==> config.mk <==
export PLATFORM = sky130hd
export DESIGN_NAME = serial_add_ctrl
export DESIGN_NICKNAME = d
export VERILOG_FILES = /design/src/rtl/serial_add_ctrl.sv
export SDC_FILE = /design/constraint.sdc
export NUM_CORES = 1
export LEC_CHECK = 0
export ABC_AREA = 1
export CAP_MARGIN = 25
export CORE_MARGIN = 2
export CORE_UTILIZATION = 56
export CTS_BUF_LIST = sky130_fd_sc_hd__clkbuf_8
export DETAILED_ROUTE_END_ITERATION = 10
export PLACE_DENSITY_LB_ADDON = 0.12
export SYNTH_ARGS = -nofsm -noshare
export SYNTH_HDL_FRONTEND = slang
export SYNTH_HIERARCHICAL = 1
export SYNTH_SLANG_ARGS = --single-unit
export TNS_END_PERCENT = 50
==> constraint.sdc <==
create_clock -name clk -period 1.9 [get_ports clk]
set_input_delay 0.57 -clock clk [delete_from_list [all_inputs] [get_ports clk]]
set_output_delay 0.57 -clock clk [all_outputs]
set_load 0.01 [all_outputs]
==> src/rtl/serial_add_ctrl.sv <==
// Bit-serial adder: one shared full adder walks the operands LSB first,
// taking WIDTH cycles per addition. Operands and result use valid/ready handshakes.

module full_adder (
    input  logic x,
    input  logic y,
    input  logic c,
    output logic s,
    output logic co
);
    assign s  = x ^ y ^ c;
    assign co = (x & y) | (c & (x ^ y));
endmodule

module serial_add_ctrl #(
    parameter int WIDTH = 8
) (
    input  logic             clk,
    input  logic             rst_n,
    input  logic             in_valid,
    output logic             in_ready,
    input  logic [WIDTH-1:0] a,
    input  logic [WIDTH-1:0] b,
    input  logic             cin,
    output logic             out_valid,
    input  logic             out_ready,
    output logic [WIDTH-1:0] sum,
    output logic             cout,
    output logic             busy
);
    // Handshake: a transfer happens on a rising edge where valid and ready are
    // both 1; in_ready is high only in IDLE, out_valid only in DONE, and the
    // result stays frozen while out_valid waits for out_ready.

    localparam int CW = (WIDTH > 1) ? $clog2(WIDTH) : 1;
    localparam logic [CW-1:0] LAST_BIT = CW'(WIDTH - 1);

    typedef enum logic [1:0] {
        IDLE = 2'd0,
        RUN  = 2'd1,
        DONE = 2'd2
    } state_t;

    state_t           state;
    logic [CW-1:0]    cnt;
    logic             carry;
    logic [WIDTH-1:0] a_sh;
    logic [WIDTH-1:0] b_sh;
    logic [WIDTH-1:0] sum_sh;
    logic             fa_s;
    logic             fa_co;

    full_adder u_fa (
        .x  (a_sh[0]),
        .y  (b_sh[0]),
        .c  (carry),
        .s  (fa_s),
        .co (fa_co)
    );

    always_ff @(posedge clk) begin
        if (!rst_n) begin
            state     <= IDLE;
            cnt       <= '0;
            carry     <= 1'b0;
            a_sh      <= '0;
            b_sh      <= '0;
            sum_sh    <= '0;
            in_ready  <= 1'b1;
            out_valid <= 1'b0;
            busy      <= 1'b0;
        end else begin
            case (state)
                IDLE: begin
                    if (in_valid) begin
                        a_sh     <= a;
                        b_sh     <= b;
                        carry    <= cin;
                        cnt      <= '0;
                        state    <= RUN;
                        in_ready <= 1'b0;
                        busy     <= 1'b1;
                    end
                end
                RUN: begin
                    a_sh   <= a_sh >> 1;
                    b_sh   <= b_sh >> 1;
                    sum_sh <= {fa_s, sum_sh[WIDTH-1:1]};
                    carry  <= fa_co;
                    // The last bit leaves the counter parked so it never wraps.
                    if (cnt == LAST_BIT) begin
                        state     <= DONE;
                        out_valid <= 1'b1;
                    end else begin
                        cnt <= cnt + CW'(1);
                    end
                end
                DONE: begin
                    if (out_ready) begin
                        state     <= IDLE;
                        out_valid <= 1'b0;
                        in_ready  <= 1'b1;
                        busy      <= 1'b0;
                    end
                end
                default: begin
                    state     <= IDLE;
                    in_ready  <= 1'b1;
                    out_valid <= 1'b0;
                    busy      <= 1'b0;
                end
            endcase
        end
    end

    // Results are gated so the shift registers never leak onto the outputs.
    assign sum  = out_valid ? sum_sh : '0;
    assign cout = out_valid & carry;

endmodule

Word-level counts from Yosys, hierarchy flattened:

Index checks and enable logic that the tools add are counted.

* ROM bits: 0
* logic and storage cells: 54
* memories kept: 0
* output and inout port bits: 12
* bits in latches: 0
* RAM bits: 0
* register bits after elaboration: 33
* input port bits: 21

* order comparisons: 0
* $mul: 0
* $add $sub $neg: 1
* shift-type cells: 0
* multiplexer cells: 22
* equality and inequality tests: 7
* divide/modulo/power cells: 0
* reduce and logical (&&, ||, !) cells: 7
* bitwise operators: 8

Operator list (count)
* case mux 8 bit (2 select lines): 2
* 2-to-1 mux 8 bit: 3
* AND reduction 3 bit: 4
* case mux 1 bit (3 select lines): 3
* inequality test 2 bit, second input constant: 4
* 2-to-1 mux 1 bit: 6
* 2-to-1 mux 2 bit: 3
* 2-to-1 mux 3 bit: 2
* case mux 2 bit (3 select lines): 1
* case mux 3 bit (2 select lines): 1
* adder 3 x 1 -> 3 bit, second input constant: 1
* bitwise AND 1 bit: 3
* equality test 3 bit, second input constant: 1
* equality test 2 x 1 -> 1 bit, second input constant: 1
* equality test 2 bit, second input constant: 1
* zero test 2 bit: 1
* NOT 1 bit: 2
* case mux 1 bit (2 select lines): 1
* AND reduction 2 bit: 1
* nonzero test 2 bit: 1
* XOR 1 bit: 2
* bitwise OR 1 bit: 1

Logic depth before layout (Yosys ltp):

* depth after elaboration: 4
* gate-level depth with buffers: 8

By module:

Netlist, hierarchy kept.

By module, submodules not included
* serial_add_ctrl: area an instance 1477.7 um^2, sequential area each 660.6 um^2, cells an instance 219, times used 1
* full_adder: area an instance 20.0 um^2, sequential area each 0.0 um^2, cells an instance 1, times used 1

Least setup slack after synthesis:

OpenSTA, ideal clock, no wires.

* path type: reg2out
* from: reg out_valid
* to: out cout
* arrival time: 0.792 ns
* setup slack: 0.538 ns
* path buffers: 1
* data required time: 1.330 ns
* cell stages (with the launch flop): 4
* cell sequence: dfxtp_1 clkbuf_1 nand2_1 inv_1

* longest elaborated chain between the ends: 1

RTL lines
* start, declared: line 25 `output logic out_valid,`
* start signal, assigned: line 70 `out_valid <= 1'b0;`
* start signal, assigned: line 93 `out_valid <= 1'b1;`
* start signal, assigned: line 101 `out_valid <= 1'b0;`
* bitwise AND 1 bit: line 118 `assign cout = out_valid & carry;`
* end, declared: line 28 `output logic cout,`

No other way between the ends.

Worst setup path in the final report:

* from: reg out_valid
* to: out out_valid

No word-level cell between the ends.

==> qor.yml <==
cts_tree: "done"
rsz0062_at_grt: "no"
initial_core_util_pct: 59.9
synth_edf_count: 0
worstPathRequired_ps: 1330
ys_async_sr_fraction_pct: 0
max_stage_delay_ps: 550
clk_pin_slew_ps: 70
busiest_layer: "met2"
via_per_inst: 5.00
slew_headroom_pct: 81.3
die_area_um2: 3100
fin_ws_ps: 103
worst-path-buf-inv: 1
power.density_nw_per_um2: 790
wirelength_mm: 2.99
yosysTopAreaCellShare_pct: 44.1
p_comb_share_pct: 15.6
worst_setup_path_end_kind: "output pin"
fin_skew_ps: 4.43
ys_seq_area_share_pct: 44.1
crit_chain: "clkdlybuf4s50_1"
power.leakage_nw: 1.08
grt_usage_pct: 20.7
fmax_ghz: 0.557
hpwlAfterDp_mm: 1.97
power.net_switching_uw: 422
die_h_um: 55.7
fin_crit_ps: 1800
max-cap-violations: 0
grtUsageMet3_pct: 6.05
design_area_um2: 1940
cp_slowest_cell: "clkdlybuf4s50_1"
gp_congestion: 0.802
fin_worst_hold_slack_ps: 459
grt_max_degree: 28
clockBufferDepth: 2
antenna_cells: 0
antenna_found_initial: 0
placedCellCount: 275
cts_hold_buf: 0
pre_cts_slack_ps: 91.1
fp.dieW_um: 55.7
switching_share_pct: 27.6
drive_above_1_share_pct: 6.72
fin_tns_setup_ps: 0
netlist_top_cells_count: "nand2_1, nor2_1, dfxtp_1"
mappedNetlistArea_um2: 1500
arrival_ps: 1230
ant_nets: 0
setup_viol: 0
grt_pass1_vias: 1261
syn_area_per_cell_um2: 6.81
crit_family: "buffers and inverters"
p_int_mw: 1.11
drc_errors: 0
ys_top_cells_by_area: "dfxtp_1, nand2_1, nor2_1"
synth_top_family_by_area: "simple AND/OR/NAND/NOR gates"
ys_seq_elements: 33
synth_top_area_cell: "dfxtp_1"
postPlaceCellArea_um2: 1820
synthSimpleGateAreaFrac_pct: 30.9
wl_per_cell_um: 10.6
synth-xor-area-share_pct: 0
gr-usage-met2_pct: 34.5
worstSetupPathType: "register to output pin"
root_buffer: "clkbuf_8"
coreArea_um2: 2500
fp-row-count: 18
slew_viol_final: 0
synthFlopType: "dfxtp_1"
htreeDepth: 2
worst-path-max-fanout: 11
ys_types: 19
fin_crit_sh_pct: 94.6
ioPinCount: 33
clockPowerShare_pct: 33.2
status: "complete, no violations"
final_cells: 283
ir_drop_mv: 0.700
synthAdderAreaFrac_pct: 3.01
yosysMostFrequentCell: "nand2_1"
first_pass_iters: 4
hp-class: "register to register"
synth_nets: 244
use_met1_pct: 24.9
yosysWarnings: 6
grt_pass1_wl_mm: 5.17
synth_cells: 220
nets: 276
worst_pin_slew_ps: 280
cts.sinks: 33
synth_compound_area_share_pct: 13.3
synthMuxAreaShare_pct: 0
num_vias: 1416
cts_made_buffers: 5
r2r_setup_slack_ps: 530
area_growth_pct: 29.3
clk_latency_ps: 280
grt_overflow: 0
seqPwrFrac_pct: 51.1
worstSetupStartpointType: "register"
port_buffers: 32
drt-initial-drc-count: 22
final-hold-violation-count: 0
per-layer routing:
| layer | vias up | wire [um] |
|---|---|---|
| met4 | 0 | 40 |
| met5 | - | 0 |
| met1 | 624 | 1340 |
| met2 | 37 | 1440 |
| met3 | 6 | 176 |
| li1 | 749 | - |
kinds of logic (layout without fill, tap and decap cells):
group / after synthesis / count (layout)
simple gates: 120 / 120
fa+ha+maj: 3 / 3
compound gates: 37 / 37
flops: 33 / 33
buf+inv: 27 / 60
through the flow:
| stage | utilization [%] | total power, mW |
|---|---|---|
| 2_1_floorplan | - | 0.954 |
| 3_3_place_gp | 72.9 | 1.03 |
| 3_5_place_dp | 72.9 | 1.04 |
| 4_1_cts | 76.5 | 1.53 |
| 5_1_grt | 77.5 | 1.60 |
| 6_report | 77.5 | 1.53 |
cells in the final DEF (no fill, tap or decap):
cell             count
nand2_4              1
inv_1               15
a21oi_1             10
nand2_1             65
dfxtp_2              1
dfxtp_4              1
dlymetal6s2s_1       9
clkbuf_8             5
inv_2                2
dfxtp_1             31
nand3_1              4
clkdlybuf4s50_1     23
clkinvlp_4           1
buf_4                1
nor2_1              50
o21ai_4              1
o21ai_0             15
clkinv_2             2
o21ai_1             10
ha_1                 2
inv_4                1
buf_12               1
o21bai_1             1
fa_1                 1
layout make-up:
cell class	count	area [um^2]
inverter	18	70.1
clock inverter	3	17.5
fill	205	563
timing repair buffer	34	370
clock buffer	5	68.8
sequential	33	666
multi-input combinational	160	707
tap	30	37.5
worst register-to-register path: cells and delay by family, from the launching register on:
kind                   cells  cell delay (ps)
AO/OA/AOI/OAI              1               60
flip-flops                 1              460
AND/OR/NAND/NOR            3              460
buffers and inverters      1              270
state kept, by name (all words and copies together) (netlist names):
| register | flops |
|---|---|
| sum_sh | 8 |
| state | 2 |
| a_sh | 8 |
| busy | 1 |
| out_valid | 1 |
| b_sh | 8 |
| cnt | 3 |
| in_ready | 1 |
| carry | 1 |
path summary, 6_finish.rpt:
check	from	end	depth (start not counted)
setup / recovery	out_valid	out_valid	1
hold / removal	busy	busy	2
setup reg to reg	state[0]	cnt[1]	5
hold reg to reg	busy	busy	2
timing repair:
action | CTS | global route
buffers inserted | 0 | 0
setup endpoints to repair | 10 | 9
pin swaps | 0 | 0
resized for setup | 2 | 10
gates cloned | 0 | 0
power groups by stage:
stage	registers [mW]	clock network (mW)	logic (mW)
floorplan	0.792	0	0.161
global placement	0.797	0	0.231
detailed placement	0.799	0	0.237
CTS	0.783	0.508	0.239
global route	0.789	0.535	0.277
finish	0.783	0.508	0.240
Note: power is estimated with default switching activity, not from simulation.
